--- src/rtl/keypad_pkg.sv ---
// Shared types and constants for the keypad scanner: FSM states, operator
// encoding, special key codes and the lowest-set-row helper.
package keypad_pkg;

    typedef enum logic [1:0] {
        SCAN,
        DEBOUNCE,
        HELD,
        RELEASE
    } state_e;

    typedef enum logic [1:0] {
        OP_NONE = 2'd0,
        OP_ADD  = 2'd1,
        OP_SUB  = 2'd2,
        OP_EQ   = 2'd3
    } op_e;

    localparam int unsigned KEY_ADD    = 10;
    localparam int unsigned KEY_SUB    = 11;
    localparam int unsigned KEY_EQ     = 12;
    localparam int unsigned NUM_LIMIT  = 10;
    localparam int unsigned FIFO_DEPTH = 4;

    // Index of the lowest set bit; 0 when no bit is set.
    function automatic logic [2:0] lowest_set(input logic [7:0] v);
        logic [2:0] idx;
        logic       found;
        idx   = '0;
        found = 1'b0;
        for (int unsigned i = 0; i < 8; i++) begin
            if (v[i] && !found) begin
                idx   = 3'(i);
                found = 1'b1;
            end
        end
        return idx;
    endfunction

endpackage

--- src/rtl/keypad_lut.sv ---
// Combinational decode of the head key code into digit/operator class.
// All outputs are forced low while no event is present.
module keypad_lut
    import keypad_pkg::*;
#(
    parameter int unsigned KW = 4
) (
    input  logic          valid_i,
    input  logic [KW-1:0] code_i,
    output logic          is_num_o,
    output logic          is_op_o,
    output logic [1:0]    which_op_o
);

    int unsigned code_u;

    always_comb begin
        code_u     = 32'(code_i);
        is_num_o   = 1'b0;
        is_op_o    = 1'b0;
        which_op_o = OP_NONE;
        if (valid_i) begin
            is_num_o = (code_u < NUM_LIMIT);
            if (code_u == KEY_ADD) begin
                is_op_o    = 1'b1;
                which_op_o = OP_ADD;
            end else if (code_u == KEY_SUB) begin
                is_op_o    = 1'b1;
                which_op_o = OP_SUB;
            end else if (code_u == KEY_EQ) begin
                is_op_o    = 1'b1;
                which_op_o = OP_EQ;
            end
        end
    end

endmodule

--- src/rtl/keypad_scanner.sv ---
// Matrix keypad scanner: column scan, press/release debounce, event storage
// with valid/ready handshake. KEYPAD_SCANNER_FIFO_EN selects a 4-entry FIFO.
module keypad_scanner
    import keypad_pkg::*;
#(
    parameter int unsigned ROWS            = 4,
    parameter int unsigned COLS            = 4,
    parameter int unsigned SCAN_CYCLES     = 8,
    parameter int unsigned DEBOUNCE_CYCLES = 1000,
    localparam int unsigned KW = (ROWS * COLS > 1) ? $clog2(ROWS * COLS) : 1
) (
    input  logic            clk,
    input  logic            rst_n,
    input  logic [ROWS-1:0] rows,
    output logic [COLS-1:0] cols,
    input  logic            key_ready,
    output logic            key_valid,
    output logic [KW-1:0]   key_code,
    output logic            is_num,
    output logic            is_op,
    output logic [1:0]      which_op,
    output logic            overflow
);

    localparam int unsigned RW    = (ROWS > 1) ? $clog2(ROWS) : 1;
    localparam int unsigned CB    = (COLS > 1) ? $clog2(COLS) : 1;
    localparam int unsigned MAXC  = (SCAN_CYCLES > DEBOUNCE_CYCLES) ? SCAN_CYCLES : DEBOUNCE_CYCLES;
    localparam int unsigned CNT_W = $clog2(MAXC);

    localparam logic [CNT_W-1:0] SCAN_LAST = CNT_W'(SCAN_CYCLES - 1);
    localparam logic [CNT_W-1:0] DEB_LAST  = CNT_W'(DEBOUNCE_CYCLES - 1);
    localparam logic [CB-1:0]    COL_LAST  = CB'(COLS - 1);

    logic [ROWS-1:0]  rows_s1_q, rows_s2_q;
    state_e           state_q, state_d;
    logic [CB-1:0]    col_q, col_d, next_col;
    logic [RW-1:0]    row_q, row_d;
    logic [CNT_W-1:0] cnt_q, cnt_d;
    logic             row_hit;
    logic             push;
    logic [KW-1:0]    push_code;
    logic             pop, accept, drop;
    logic [KW-1:0]    head_code;
    logic             overflow_q;

    always_ff @(posedge clk or negedge rst_n) begin
        if (!rst_n) begin
            rows_s1_q <= '0;
            rows_s2_q <= '0;
        end else begin
            rows_s1_q <= rows;
            rows_s2_q <= rows_s1_q;
        end
    end

    assign row_hit   = rows_s2_q[row_q];
    assign next_col  = (col_q == COL_LAST) ? '0 : col_q + CB'(1);
    assign push_code = KW'(32'(row_q) * COLS + 32'(col_q));

    always_comb begin
        cols        = '0;
        cols[col_q] = 1'b1;
    end

    always_ff @(posedge clk or negedge rst_n) begin
        if (!rst_n) begin
            state_q <= SCAN;
            col_q   <= '0;
            row_q   <= '0;
            cnt_q   <= '0;
        end else begin
            state_q <= state_d;
            col_q   <= col_d;
            row_q   <= row_d;
            cnt_q   <= cnt_d;
        end
    end

    always_comb begin
        state_d = state_q;
        col_d   = col_q;
        row_d   = row_q;
        cnt_d   = cnt_q;
        push    = 1'b0;
        unique case (state_q)
            SCAN: begin
                if (cnt_q == SCAN_LAST) begin
                    cnt_d = '0;
                    if (|rows_s2_q) begin
                        row_d   = RW'(lowest_set(8'(rows_s2_q)));
                        state_d = DEBOUNCE;
                    end else begin
                        col_d = next_col;
                    end
                end else begin
                    cnt_d = cnt_q + CNT_W'(1);
                end
            end
            DEBOUNCE: begin
                if (!row_hit) begin
                    state_d = SCAN;
                    col_d   = next_col;
                    cnt_d   = '0;
                end else if (cnt_q == DEB_LAST) begin
                    push    = 1'b1;
                    state_d = HELD;
                    cnt_d   = '0;
                end else begin
                    cnt_d = cnt_q + CNT_W'(1);
                end
            end
            HELD: begin
                if (!row_hit) begin
                    cnt_d   = '0;
                    state_d = RELEASE;
                end
            end
            RELEASE: begin
                if (row_hit) begin
                    state_d = HELD;
                end else if (cnt_q == DEB_LAST) begin
                    state_d = SCAN;
                    col_d   = next_col;
                    cnt_d   = '0;
                end else begin
                    cnt_d = cnt_q + CNT_W'(1);
                end
            end
            default: state_d = SCAN;
        endcase
    end

`ifdef KEYPAD_SCANNER_FIFO_EN
    logic [KW-1:0] mem_q [FIFO_DEPTH];
    logic [1:0]    wr_ptr_q, rd_ptr_q;
    logic [2:0]    count_q;
    logic          full;

    assign key_valid = (count_q != '0);
    assign full      = (count_q == 3'(FIFO_DEPTH));
    assign pop       = key_valid && key_ready;
    assign accept    = push && (!full || pop);
    assign drop      = push && full && !pop;
    assign head_code = mem_q[rd_ptr_q];

    always_ff @(posedge clk or negedge rst_n) begin
        if (!rst_n) begin
            for (int unsigned i = 0; i < FIFO_DEPTH; i++) begin
                mem_q[i] <= '0;
            end
            wr_ptr_q <= '0;
            rd_ptr_q <= '0;
            count_q  <= '0;
        end else begin
            if (accept) begin
                mem_q[wr_ptr_q] <= push_code;
                wr_ptr_q        <= wr_ptr_q + 2'd1;
            end
            if (pop) begin
                rd_ptr_q <= rd_ptr_q + 2'd1;
            end
            unique case ({accept, pop})
                2'b10:   count_q <= count_q + 3'd1;
                2'b01:   count_q <= count_q - 3'd1;
                default: count_q <= count_q;
            endcase
        end
    end
`else
    logic          hold_valid_q;
    logic [KW-1:0] hold_code_q;

    assign key_valid = hold_valid_q;
    assign pop       = hold_valid_q && key_ready;
    assign accept    = push && (!hold_valid_q || pop);
    assign drop      = push && hold_valid_q && !pop;
    assign head_code = hold_code_q;

    always_ff @(posedge clk or negedge rst_n) begin
        if (!rst_n) begin
            hold_valid_q <= 1'b0;
            hold_code_q  <= '0;
        end else if (accept) begin
            hold_valid_q <= 1'b1;
            hold_code_q  <= push_code;
        end else if (pop) begin
            hold_valid_q <= 1'b0;
        end
    end
`endif

    always_ff @(posedge clk or negedge rst_n) begin
        if (!rst_n) begin
            overflow_q <= 1'b0;
        end else if (drop) begin
            overflow_q <= 1'b1;
        end
    end

    assign overflow = overflow_q;
    assign key_code = key_valid ? head_code : '0;

    keypad_lut #(
        .KW(KW)
    ) u_lut (
        .valid_i    (key_valid),
        .code_i     (key_code),
        .is_num_o   (is_num),
        .is_op_o    (is_op),
        .which_op_o (which_op)
    );

endmodule

--- config.mk ---
export PLATFORM = sky130hd
export DESIGN_NAME = keypad_scanner
export DESIGN_NICKNAME = d
export VERILOG_FILES = /design/src/rtl/keypad_pkg.sv /design/src/rtl/keypad_lut.sv /design/src/rtl/keypad_scanner.sv
export SDC_FILE = /design/constraint.sdc
export NUM_CORES = 1
export LEC_CHECK = 0
export ABC_CLOCK_PERIOD_IN_PS = 2400
export CAP_MARGIN = 5
export CORE_MARGIN = 5
export CORE_UTILIZATION = 50
export CTS_BUF_LIST = sky130_fd_sc_hd__clkbuf_8
export CTS_CLUSTER_SIZE = 25
export DETAILED_ROUTE_END_ITERATION = 8
export PLACE_DENSITY = 0.76
export SETUP_SLACK_MARGIN = 0.02
export SLEW_MARGIN = 20
export SYNTH_ARGS = -nofsm -noshare
export SYNTH_HDL_FRONTEND = slang
export SYNTH_HIERARCHICAL = 1
export SYNTH_SLANG_ARGS = --single-unit
export TNS_END_PERCENT = 5
--- constraint.sdc ---
create_clock -name clk -period 2.4 [get_ports clk]
set_input_delay 0.24 -clock clk [delete_from_list [all_inputs] [get_ports clk]]
set_output_delay 0.24 -clock clk [all_outputs]
set_load 0.005 [all_outputs]
# After elaboration in Yosys (flattened, before gate mapping)
# Index checks and enable logic that the tools add are counted.
# classes
add_sub_neg	3
multipliers	0
n_div	0
magnitude_cmp	4
eq_ne	18
n_shift	0
n_mux	55
bitwise	0
reduce_logical	22
# op_table
operator	count
10-bit two-way mux	5
10-bit one-hot mux with 4 select lines	1
2-bit two-way mux	19
1-bit two-way mux	25
2-bit inequality test, second input constant	7
4-bit equality test, second input constant	3
10-bit by 1-bit adder with 10-bit output, second input constant	1
10-bit equality test, second input constant	1
10-bit by 3-bit equality test with 1-bit output, second input constant	1
1-bit logical AND	8
2-bit one-hot mux with 4 select lines	1
2-bit equality test, second input constant	3
2-bit by 3-bit < comparator with 1-bit output, second input constant	2
3-bit inequality test, second input constant	2
2-bit one-hot mux with 3 select lines	1
6-bit AND reduction	1
1-bit zero test	5
5-bit AND reduction	1
4-bit by 2-bit adder with 4-bit output	1
4-bit < comparator, second input constant	1
4-bit two-way mux	1
4-bit OR reduction	1
3-bit AND reduction	1
3-bit nonzero test	1
other kinds (9)	9
# word_totals
register_bits	30
latch_bits	0
ramBits	0
rom_bits	0
input_bits	7
out_inout_bits	14
word_cells	111
memories	0

# Longest topological paths before layout
# Gate-level depths: netlist of run 1.
# logic_depth
depth_word	19
ltp_mapped	5
depth_no_buf	5

# Hierarchy
# Netlist of run 1, hierarchy kept.
# modules_own_cells
mod	n_inst	cells_per_inst	area_per_inst_um2	seq_area_each_um2
keypad_scanner	1	133	1514.0	750.7
keypad_lut	1	10	61.3	0.0

# Worst setup path after synthesis of run 1
# Ideal clock, no wire load.
# synth_timing
kind	register -> register
startpoint	reg row_q[0]
endpoint	reg col_q[0]
setup_time_ps	125
t_arrival_ps	1687
required_ps	2275
slack_ps	588
path_stages_with_launch	5
path_buffers	0
period_less_slack_ps	1812
cell_sequence	dfrtp_1 > mux4_2 > nand2b_1 > a21oi_1 > mux2_2
# synth_via
elab_chain_len	4
elab_cells_between_ends	5
cone_classes	2 x eq/ne; 2 x mux; 1 x reduce/logical
# synth_lines
item	line_no	text
start, declared	keypad_scanner.sv:37	logic [RW-1:0] row_q, row_d;
start signal, assigned	keypad_scanner.sv:74	row_q <= row_d;
1-bit binary-select mux with 2-bit select (*)	keypad_scanner.sv:56	assign row_hit = rows_s2_q[row_q];
1-bit two-way mux (not written as such) (*)	keypad_scanner.sv:56	
2-bit inequality test (no source line)	n/a	
6-bit AND reduction (no source line) (*)	n/a	
end signal, assigned	keypad_scanner.sv:73	col_q <= col_d;
end, declared	keypad_scanner.sv:36	logic [CB-1:0] col_q, col_d, next_col;
# Mark *: on every way between the ends. The rest lies on a longest branch, timed or not. The select of a mux whose other input is x is not followed.
# A chain may end at the register's enable or synchronous reset.

# Worst setup path after layout of run 1
# layout_timing
startpoint	reg hold_valid_q, in the netlist key_valid
endpoint	out is_op
# layout_via
elab_chain_len	6
elab_cells_between_ends	8
cone_classes	3 x eq/ne; 5 x mux
# layout_lines
item	line_no	text
start, declared	keypad_scanner.sv:170	logic hold_valid_q;
start signal, assigned	keypad_scanner.sv:181	hold_valid_q <= 1'b0;
start signal, assigned	keypad_scanner.sv:184	hold_valid_q <= 1'b1;
start signal, assigned	keypad_scanner.sv:187	hold_valid_q <= 1'b0;
4-bit two-way mux	keypad_scanner.sv:201	assign key_code = key_valid ? head_code : '0;
4-bit equality test	keypad_lut.sv:30	end else if (code_u == KEY_EQ) begin
1-bit two-way mux	keypad_lut.sv:30	
1-bit two-way mux	keypad_lut.sv:27	end else if (code_u == KEY_SUB) begin
1-bit two-way mux	keypad_lut.sv:24	if (code_u == KEY_ADD) begin
1-bit two-way mux (*)	keypad_lut.sv:22	if (valid_i) begin
end, declared	keypad_scanner.sv:20	output logic is_op,
# Mark *: on every way between the ends. The rest lies on a longest branch, timed or not.

==> run_results.csv, run 1 <==
group,metric,value,unit
timing,finalSetupViolations,0,
routing,wirelength,2.93,mm
die,rows,20,
logic_synthesis,synth_flop_cell,"dfrtp_1",
die,dieHeight,66.1,microns
routing,ant_nets,0,
logic_synthesis,syn_nets,155,
placement,dpl.hpwl,2.18,mm
timing,finalSetupTns,0,ns
setup_path,critical_path_class,"flip-flop to output port",
timing,period_minus_slack,2.24,ns
setup_path,worst-path-max-fanout,8,
global_route,grt_pass1_vias,1179,
logic_synthesis,yosys.cell_count.top_type,"dfrtp_1",
setup_path,slowest_stage,"clkdlybuf4s50_1",
global_route,grt_start_max_net_pins,31,
clock_tree,path_clk_slew,0.06,ns
logic_synthesis,synth_fa_ha_area_share,3.97,%
timing,drv_slew,0,
timing,tightest_slew,0.667,ns
power_and_ir_drop,power_density,882,nW/um^2
layout,final_core_util,63.3,%
logic_synthesis,ys_types,37,
logic_synthesis,syn_inst,143,
logic_synthesis,synth_simple_gate_area_share,21.3,%
timing,finClkSkew,0.00546,ns
setup_path,r2r_end,"col_q[0]",
die,die_w,66.1,microns
logic_synthesis,synth_xor_area_share,5.00,%
global_route,grt_pass1_wl,5.25,mm
routing,dr.pass1.iters,4,
logic_synthesis,async_flop_share,100,%
power_and_ir_drop,ir_drop,0.000437,V
layout,diodes,0,
clock_tree,root_buffer,"clkbuf_8",
setup_path,slowest_delay,0.51,ns
logic_synthesis,ys_warn_count,6,
setup_path,crit_path_end_kind,"output port",
routing,drc,0,
setup_path,cp-start-kind,"flip-flop",
clock_tree,clock_sinks,30,
die,initial_utilization,52.0,%
global_route,overflow,0,
setup_path,rr_worst_depth,4,
logic_synthesis,ys_seq_area_share,47.7,%
setup_path,ff2ff_setup_slack,0.34,ns
global_route,antenna_found_initial,0,
logic_synthesis,synth_edf_count,0,
clock_tree,postCtsResizedCells,0,
routing,num_vias,1209,
logic_synthesis,synth.top_cell.area_share,47.7,%
clock_tree,numCtsBuffers,5,
logic_synthesis,avgSynthCellArea,11.0,sq um
die,ios,21,
logic_synthesis,synth_compound_area_share,13.5,%
logic_synthesis,ys_ff_latch,30,
logic_synthesis,muxShareOfSynthArea,6.43,%
global_route,gr-usage-all-layers,15.8,%
setup_path,r2r-start,"row_q[0]",
routing,vias_per_cell,5.68,
job,max_cap_violations,0,
run_status,run_status,"completed",
timing,rsz0062_at_grt,"no",
clock_tree,ctsHtreeMaxLevel,2,
clock_tree,cts_buffer_depth,2,
timing,fin_crit_sh,93.2,%
logic_synthesis,synth_top_family_by_area,"simple AND/OR/NAND/NOR gates",
timing,slew_headroom,55.6,%
setup_path,arrival,2.00,ns
clock_tree,post_cts_buffers,0,
clock_tree,cts_hold_buf,0,
layout,area_growth,21.8,%
die,core,3030,sq um
placement,gp_congestion,0.830,
layout,nets,180,
power_and_ir_drop,p_leak,0.788,nW
clock_tree,cts_tree,"done",
hold_path,hp-class,"input pin to async pin",
logic_synthesis,synth_top_area_cell,"dfrtp_1",
timing,hold_slack,0.337,ns
die,die_area,4370,sq um
logic_synthesis,synth.top_cells.by_count,"dfrtp_1 (30), nand2_1 (11), nor2_1 (9), xnor2_1 (9)",
logic_synthesis,synth_area_leaders,"dfrtp_1 (48%), mux2_2 (5.0%), xnor2_1 (5.0%)",
routing,drtIter0Drc,25,
clock_tree,worst_skew_pair.late_latency,0.28,ns
logic_synthesis,synth_area,1580,sq um
setup_path,worstPathRequired,2.16,ns
placement,portBuffers,20,
setup_path,path_cells,"and2_1 > or3b_1 > a21oi_1 > clkdlybuf4s50_1",
timing,fmax,447,MHz
layout,drive_gt1_share,16.6,%
timing,finalHoldViolCount,0,
routing,wl_per_cell,13.7,microns
[placed cells by master, fill, tap and decap left out, drive strengths merged, types with 2 or more instances in the layout]
| cell | n |
|---|---|
| a32o | 2 |
| nor2 | 9 |
| a211oi | 3 |
| clkdlybuf4s50 | 20 |
| nor3 | 11 |
| buf | 2 |
| ha | 5 |
| xnor2 | 9 |
| nand4 | 4 |
| a21boi | 2 |
| inv | 3 |
| dfrtp | 30 |
| clkbuf | 6 |
| nand2b | 4 |
| a21oi | 7 |
| nand2 | 11 |
| nand3b | 2 |
| and4 | 2 |
| and2 | 5 |
| nand3 | 5 |
| mux2 | 7 |
| nor4 | 2 |
| o22a | 2 |
| a2111oi | 3 |
[stage by stage]
| stage | cell area (sq um) | total power (W) | worst slack, ns | instances |
|---|---|---|---|---|
| after floorplan | 1580 | 0.00112 | 0.588 | 143 |
| after CTS | 1920 | 0.00171 | 0.147 | 213 |
| after detailed placement | 1820 | 0.00129 | 0.360 | 205 |
| after global placement | 1820 | 0.00126 | 0.421 | 205 |
| final | 1920 | 0.00169 | 0.164 | 213 |
| after global routing | 1920 | 0.00182 | 0.0390 | 213 |
[critical path: cells and delay by family (launching register included)]
family                 cells  cell delay (ns)
AO/OA/AOI/OAI              1             0.15
buffers and inverters      1             0.51
flip-flops                 1             0.43
AND/OR/NAND/NOR            2             0.62
[flip-flops by register name, summed over array words and instances (netlist names), named ones only]
signal     cells
cnt_q         10
head_code      4
rows_s1_q      4
rows_s2_q      4
col_q          2
row_q          2
key_valid      1
overflow       1
state_q        1
[logic make-up (layout without fill, tap and decap cells)]
| family | count (synthesis) | after routing |
|---|---|---|
| xor+xnor | 9 | 9 |
| buf+inv | 7 | 33 |
| mux | 8 | 8 |
| fa+ha+maj | 5 | 5 |
| simple gates | 59 | 59 |
| compound gates | 25 | 25 |
| flops | 30 | 30 |
[where the power goes]
group	leakage, nW	switching (W)	internal [W]
Clock	0.0472	0.000183	0.000230
Combinational	0.357	0.000268	0.000284
Sequential	0.384	0.000126	0.000601
Total	0.788	0.000577	0.00111
[how the worst max path moves through the flow]
stage	from	to	slack [ns]
after floorplan	row_q[0]	col_q[0]	0.59
after global placement	row_q[0]	col_q[0]	0.42
after detailed placement	row_q[0]	col_q[1]	0.36
after CTS	key_valid	is_op	0.15
after global routing	key_valid	which_op[1]	0.04
final	key_valid	is_op	0.16
[final cells by class]
cell class	instances	area, sq um
fillers	251	1110
repair buffers	22	215
multi-input cells	106	791
flip-flops and latches	30	751
clock buffers	6	82.6
inverters	3	11.3
clock inverters	2	12.5
well taps	44	55.1
[per-layer routing]
metal | track usage, % | share of wire, % | up-vias
met2 | 26.6 | 51 | 43
met1 | 18.2 | 40 | 585
met4 | 6.85 | 2.1 | 0
li1 | - | - | 575
met5 | 0 | 0 | -
met3 | 4.93 | 7.0 | 6
No activity file was read; power rests on OpenSTA's default activity.
==> run 2, diff against run 1 <==
PLACE_DENSITY = 0.84   (was 0.76)
==> run_results.csv, run 2 (same netlist as run 1, synthesis figures left out) <==
group,metric,value,unit
run_status,run_status,"completed",
setup_path,path_cells,"and2_1 > or3b_1 > a21oi_1 > clkdlybuf4s50_1",
routing,vias_per_cell,5.64,
layout,largest_reg_flops,10,
routing,wl_per_cell,13.9,microns
setup_path,critical_path_class,"flip-flop to output port",
job,max_cap_violations,0,
clock_tree,root_buffer,"clkbuf_8",
clock_tree,cts_buffer_depth,2,
die,ios,21,
clock_tree,path_clk_slew,0.06,ns
timing,fin_crit_sh,93.8,%
power_and_ir_drop,ir_drop,0.000504,V
layout,regMostFlops,"cnt_q",
clock_tree,post_cts_buffers,0,
timing,drv_slew,0,
setup_path,slowest_delay,0.53,ns
layout,fin_area,1910,sq um
timing,tightest_slew,0.672,ns
clock_tree,cts_hold_buf,0,
global_route,antenna_found_initial,0,
timing,rsz0062_at_grt,"no",
timing,slew_headroom,55.2,%
routing,drtIter0Drc,30,
die,die_w,66.1,microns
global_route,grt_pass1_wl,5.15,mm
clock_tree,clock_sinks,30,
global_route,grtUsageMet3,5.10,%
die,rows,20,
setup_path,cp-start-kind,"flip-flop",
die,core,3030,sq um
die,initial_utilization,52.0,%
setup_path,crit_buf_inv,1,
global_route,grt_util_met2,27.5,%
global_route,gr-usage-all-layers,15.5,%
layout,final_common_cell,"dfrtp_1",
routing,drc,0,
clock_tree,cts_tree,"done",
setup_path,crit_path_end_kind,"output port",
clock_tree,ctsHtreeMaxLevel,2,
placement,dp_cells,204,
placement,dpl.hpwl,2.17,mm
timing,fmax,444,MHz
routing,ant_nets,0,
power_and_ir_drop,p_leak,0.783,nW
layout,nets,179,
placement,gp_congestion,0.926,
placement,portBuffers,20,
setup_path,crit_family,"simple AND/OR/NAND/NOR gates",
placement,place_area,1820,sq um
routing,wirelength,2.95,mm
clock_tree,worst_skew_pair.late_latency,0.28,ns
power_and_ir_drop,power_density,885,nW/um^2
die,dieHeight,66.1,microns
layout,regArea,751,sq um
routing,num_vias,1195,
timing,period_minus_slack,2.25,ns
global_route,overflow,0,
layout,drive_gt1_share,16.7,%
clock_tree,numCtsBuffers,5,
layout,multi_input_area,792,sq um
layout,area_growth,21.4,%
global_route,grt_start_max_net_pins,31,
global_route,top_usage_layer,"met2",
global_route,met1_usage,16.6,%
timing,finalWorstSetupSlack,0.149,ns
layout,final_core_util,63.1,%
setup_path,worst-path-max-fanout,8,
setup_path,worstPathRequired,2.16,ns
layout,diodes,0,
layout,final_cell_mix,"dfrtp_1 (30), clkdlybuf4s50_1 (20), nand2_1 (11)",
die,die_area,4370,sq um
placement,pre_cts_ws,0.366,ns
layout,final_cells,212,
setup_path,slowest_stage,"clkdlybuf4s50_1",
timing,finalSetupTns,0,ns
timing,finClkSkew,0.00164,ns
hold_path,hp-class,"input pin to async pin",
timing,finalHoldViolCount,0,
setup_path,arrival,2.01,ns
layout,fill_cells,262,
routing,dr.pass1.iters,4,
timing,finalSetupViolations,0,
global_route,grt_pass1_vias,1169,
run 2: changes by cell type in the layout (fill, tap and decap cells not counted):
| cell | before | now |
|---|---|---|
| and2_2 | 0 | 1 |
| buf_4 | 2 | 1 |
| and2_1 | 5 | 4 |
run 2: where the power goes:
group	switching, W	total (W)	internal [W]
clock	0.000186	0.000416	0.000230
combinational	0.000270	0.000548	0.000278
sequential	0.000126	0.000727	0.000601
total	0.000583	0.00169	0.00111
run 2: per-layer routing:
metal | vias up | share of wire, %
met1 | 581 | 41
met3 | 4 | 6.4
met5 | - | 0
met4 | 0 | 1.4
met2 | 38 | 51
li1 | 572 | -
run 2: area by class of cell:
cell class | instances | share of cell area (%)
clock inverters | 2 | 0.654
clock buffers | 6 | 4.32
inverters | 3 | 0.589
repair buffers | 21 | 10.9
flip-flops and latches | 30 | 39.3
multi-input cells | 106 | 41.4
well taps | 44 | 2.88
run 2: worst register-to-register path, cell delays in order, from the launching register on:
cell      delay, ns
dfrtp_1        0.39
mux4_2         0.71
nand2b_1       0.25
a21oi_1        0.22
mux2_2         0.36
run 2: what timing repair did:
action	CTS	global route
endpoints found under the hold margin	0	0
setup endpoints to repair	0	1
gates resized for setup	0	1
run 2: stage by stage:
stage	total power (W)	hold slack (ns)
after floorplan	0.00112	-0.0556
after global placement	0.00125	0.334
after detailed placement	0.00128	0.340
after CTS	0.00170	0.345
after global routing	0.00181	0.369
final	0.00169	0.337
run 2: path summary, 6_finish.rpt:
path                         startpoint            to  slack (ns)  cells past startpoint
max                           key_valid         is_op        0.15                      4
min in group clk           rows_s1_q[2]  rows_s2_q[2]        0.35                      0
min                               rst_n      cnt_q[8]        0.34                      2
max in group asynchronous         rst_n  rows_s2_q[3]        1.80                      2
min reg2reg                rows_s1_q[2]  rows_s2_q[2]        0.35                      0
max reg2reg                    row_q[0]      col_q[1]        0.35                      4
==> run 3, diff against run 2 <==
ABC_CLOCK_PERIOD_IN_PS = 2600   (was 2400)
clock period = 2.6 ns   (was 2.4 ns; I/O delays follow)
==> run_results.csv, run 3 (same netlist as run 1, synthesis figures left out) <==
group,metric,value,unit
run_status,run_status,"completed",
setup_path,crit_buf_inv,1,
clock_tree,root_buffer,"clkbuf_8",
routing,num_vias,1218,
layout,diodes,0,
layout,final_common_cell,"dfrtp_1",
layout,regMostFlops,"cnt_q",
power_and_ir_drop,seqPwrFrac,40.6,%
routing,drc,0,
placement,pre_cts_ws,0.570,ns
timing,drv_slew,0,
power_and_ir_drop,power_density,854,nW/um^2
clock_tree,ctsHtreeMaxLevel,2,
setup_path,worstPathRequired,2.34,ns
power_and_ir_drop,p_int,0.00110,W
layout,fin_area,1930,sq um
setup_path,path_cells,"and2_1 > or3b_1 > a21oi_1 > clkdlybuf4s50_1",
global_route,grt_pass1_vias,1189,
layout,final_cells,212,
placement,portBuffers,20,
die,die_w,66.1,microns
clock_tree,post_cts_buffers,0,
timing,finalHoldViolCount,0,
job,max_cap_violations,0,
placement,dpl.hpwl,2.30,mm
power_and_ir_drop,p_leak,0.786,nW
routing,wl_per_cell,14.6,microns
routing,ant_nets,0,
clock_tree,cts_tree,"done",
timing,rsz0062_at_grt,"no",
timing,slew_headroom,53.5,%
setup_path,cp-start-kind,"flip-flop",
die,ios,21,
power_and_ir_drop,combPwrFrac,31.4,%
die,core,3030,sq um
timing,fmax,442,MHz
clock_tree,cts_hold_buf,0,
die,initial_utilization,52.0,%
setup_path,crit_path_end_kind,"output port",
setup_path,path_depth,4,
setup_path,slowest_stage,"clkdlybuf4s50_1",
setup_path,crit_family,"simple AND/OR/NAND/NOR gates",
timing,fin_crit_sh,87.0,%
timing,finClkSkew,0.00529,ns
layout,nets,179,
setup_path,rr_worst_depth,4,
layout,area_growth,22.5,%
clock_tree,path_clk_slew,0.06,ns
timing,finalSetupTns,0,ns
power_and_ir_drop,power_frac_clock,28.0,%
routing,vias_per_cell,5.75,
clock_tree,cts_buffer_depth,2,
clock_tree,worst_skew_pair.late_latency,0.29,ns
setup_path,slowest_delay,0.51,ns
routing,drtIter0Drc,50,
setup_path,r2r_end,"col_q[1]",
die,die_area,4370,sq um
timing,period_minus_slack,2.26,ns
setup_path,critical_path_class,"flip-flop to output port",
routing,wirelength,3.10,mm
setup_path,critPathCapture,"is_op",
placement,place_area,1820,sq um
global_route,overflow,0,
power_and_ir_drop,swShare,33.4,%
setup_path,worst-path-max-fanout,8,
placement,gp_congestion,0.961,
setup_path,arrival,2.00,ns
layout,final_cell_mix,"dfrtp_1 (30), clkdlybuf4s50_1 (20), nand2_1 (11)",
timing,tightest_slew,0.697,ns
routing,dr.pass1.iters,4,
die,rows,20,
global_route,grt_start_max_net_pins,31,
placement,dp_cells,204,
global_route,antenna_found_initial,0,
timing,finalWorstSetupSlack,0.337,ns
timing,finalSetupViolations,0,
global_route,grt_pass1_wl,5.20,mm
global_route,gr-usage-all-layers,16.1,%
hold_path,hp-class,"input pin to async pin",
layout,largest_reg_flops,10,
clock_tree,numCtsBuffers,5,
setup_path,r2r-start,"row_q[0]",
setup_path,cp-startpoint,"key_valid",
power_and_ir_drop,p_switching,0.000551,W
die,dieHeight,66.1,microns
power_and_ir_drop,ir_drop,0.000477,V
setup_path,ff2ff_setup_slack,0.55,ns
layout,drive_gt1_share,16.1,%
clock_tree,postCtsResizedCells,0,
clock_tree,clock_sinks,30,
## run 3: changes by cell type in the layout (fill, tap and decap cells not counted), sizes merged
cell | before | now
clkinvlp | 1 | 2
clkinv | 1 | 0
bufinv | 0 | 1
clkbuf | 6 | 5
## run 3: area by class of cell
cell class	instances	area, sq um
Tap cell	44	55.1
Clock buffer	5	68.8
Fill cell	264	1100
Clock inverter	3	45.0
Sequential cell	30	751
Multi-Input combinational cell	106	791
Timing Repair Buffer	21	208
Inverter	3	11.3
## run 3: per-stage QoR
stage                     hold WS [ns]  utilization (%)  power [W]
final                            0.348             63.7    0.00165
after global routing             0.360             63.7    0.00176
after CTS                        0.350             63.7    0.00166
after detailed placement         0.335             60.0    0.00120
after global placement           0.333             60.0    0.00115
after floorplan                -0.0356                -    0.00103
## run 3: worst min-delay path by stage
stage,from,to,slack [ns],cells after the start
global placement,rows_s1_q[1],rows_s2_q[1],0.33,0
floorplan,rst_n,async pin,-0.04,0
CTS,rows_s1_q[1],rows_s2_q[1],0.35,0
detailed placement,rows_s1_q[1],rows_s2_q[1],0.33,0
finish,rst_n,cnt_q[8],0.35,2
global route,rows_s1_q[1],rows_s2_q[1],0.36,0
## run 3: routing by layer
layer | GRT usage, % | part of all wire [%] | vias up
met1 | 16.7 | 42 | 593
met4 | 9.90 | 2.9 | 0
li1 | - | - | 572
met3 | 6.12 | 6.3 | 11
met2 | 27.1 | 49 | 42
met5 | 0 | 0 | -
## run 3: power groups by stage
stage                     logic, W  clock network [W]  registers, W
after floorplan           0.000399                  0      0.000632
after global placement    0.000488                  0      0.000665
after detailed placement  0.000519                  0      0.000677
after CTS                 0.000521           0.000474      0.000669
after global routing      0.000580           0.000493      0.000684
final                     0.000517           0.000461      0.000669
## run 3: worst reg2reg max path, cell delays in order (launching register included)
cell      delay [ns]
dfrtp_1         0.39
mux4_2          0.71
nand2b_1        0.25
a21oi_1         0.23
mux2_2          0.36
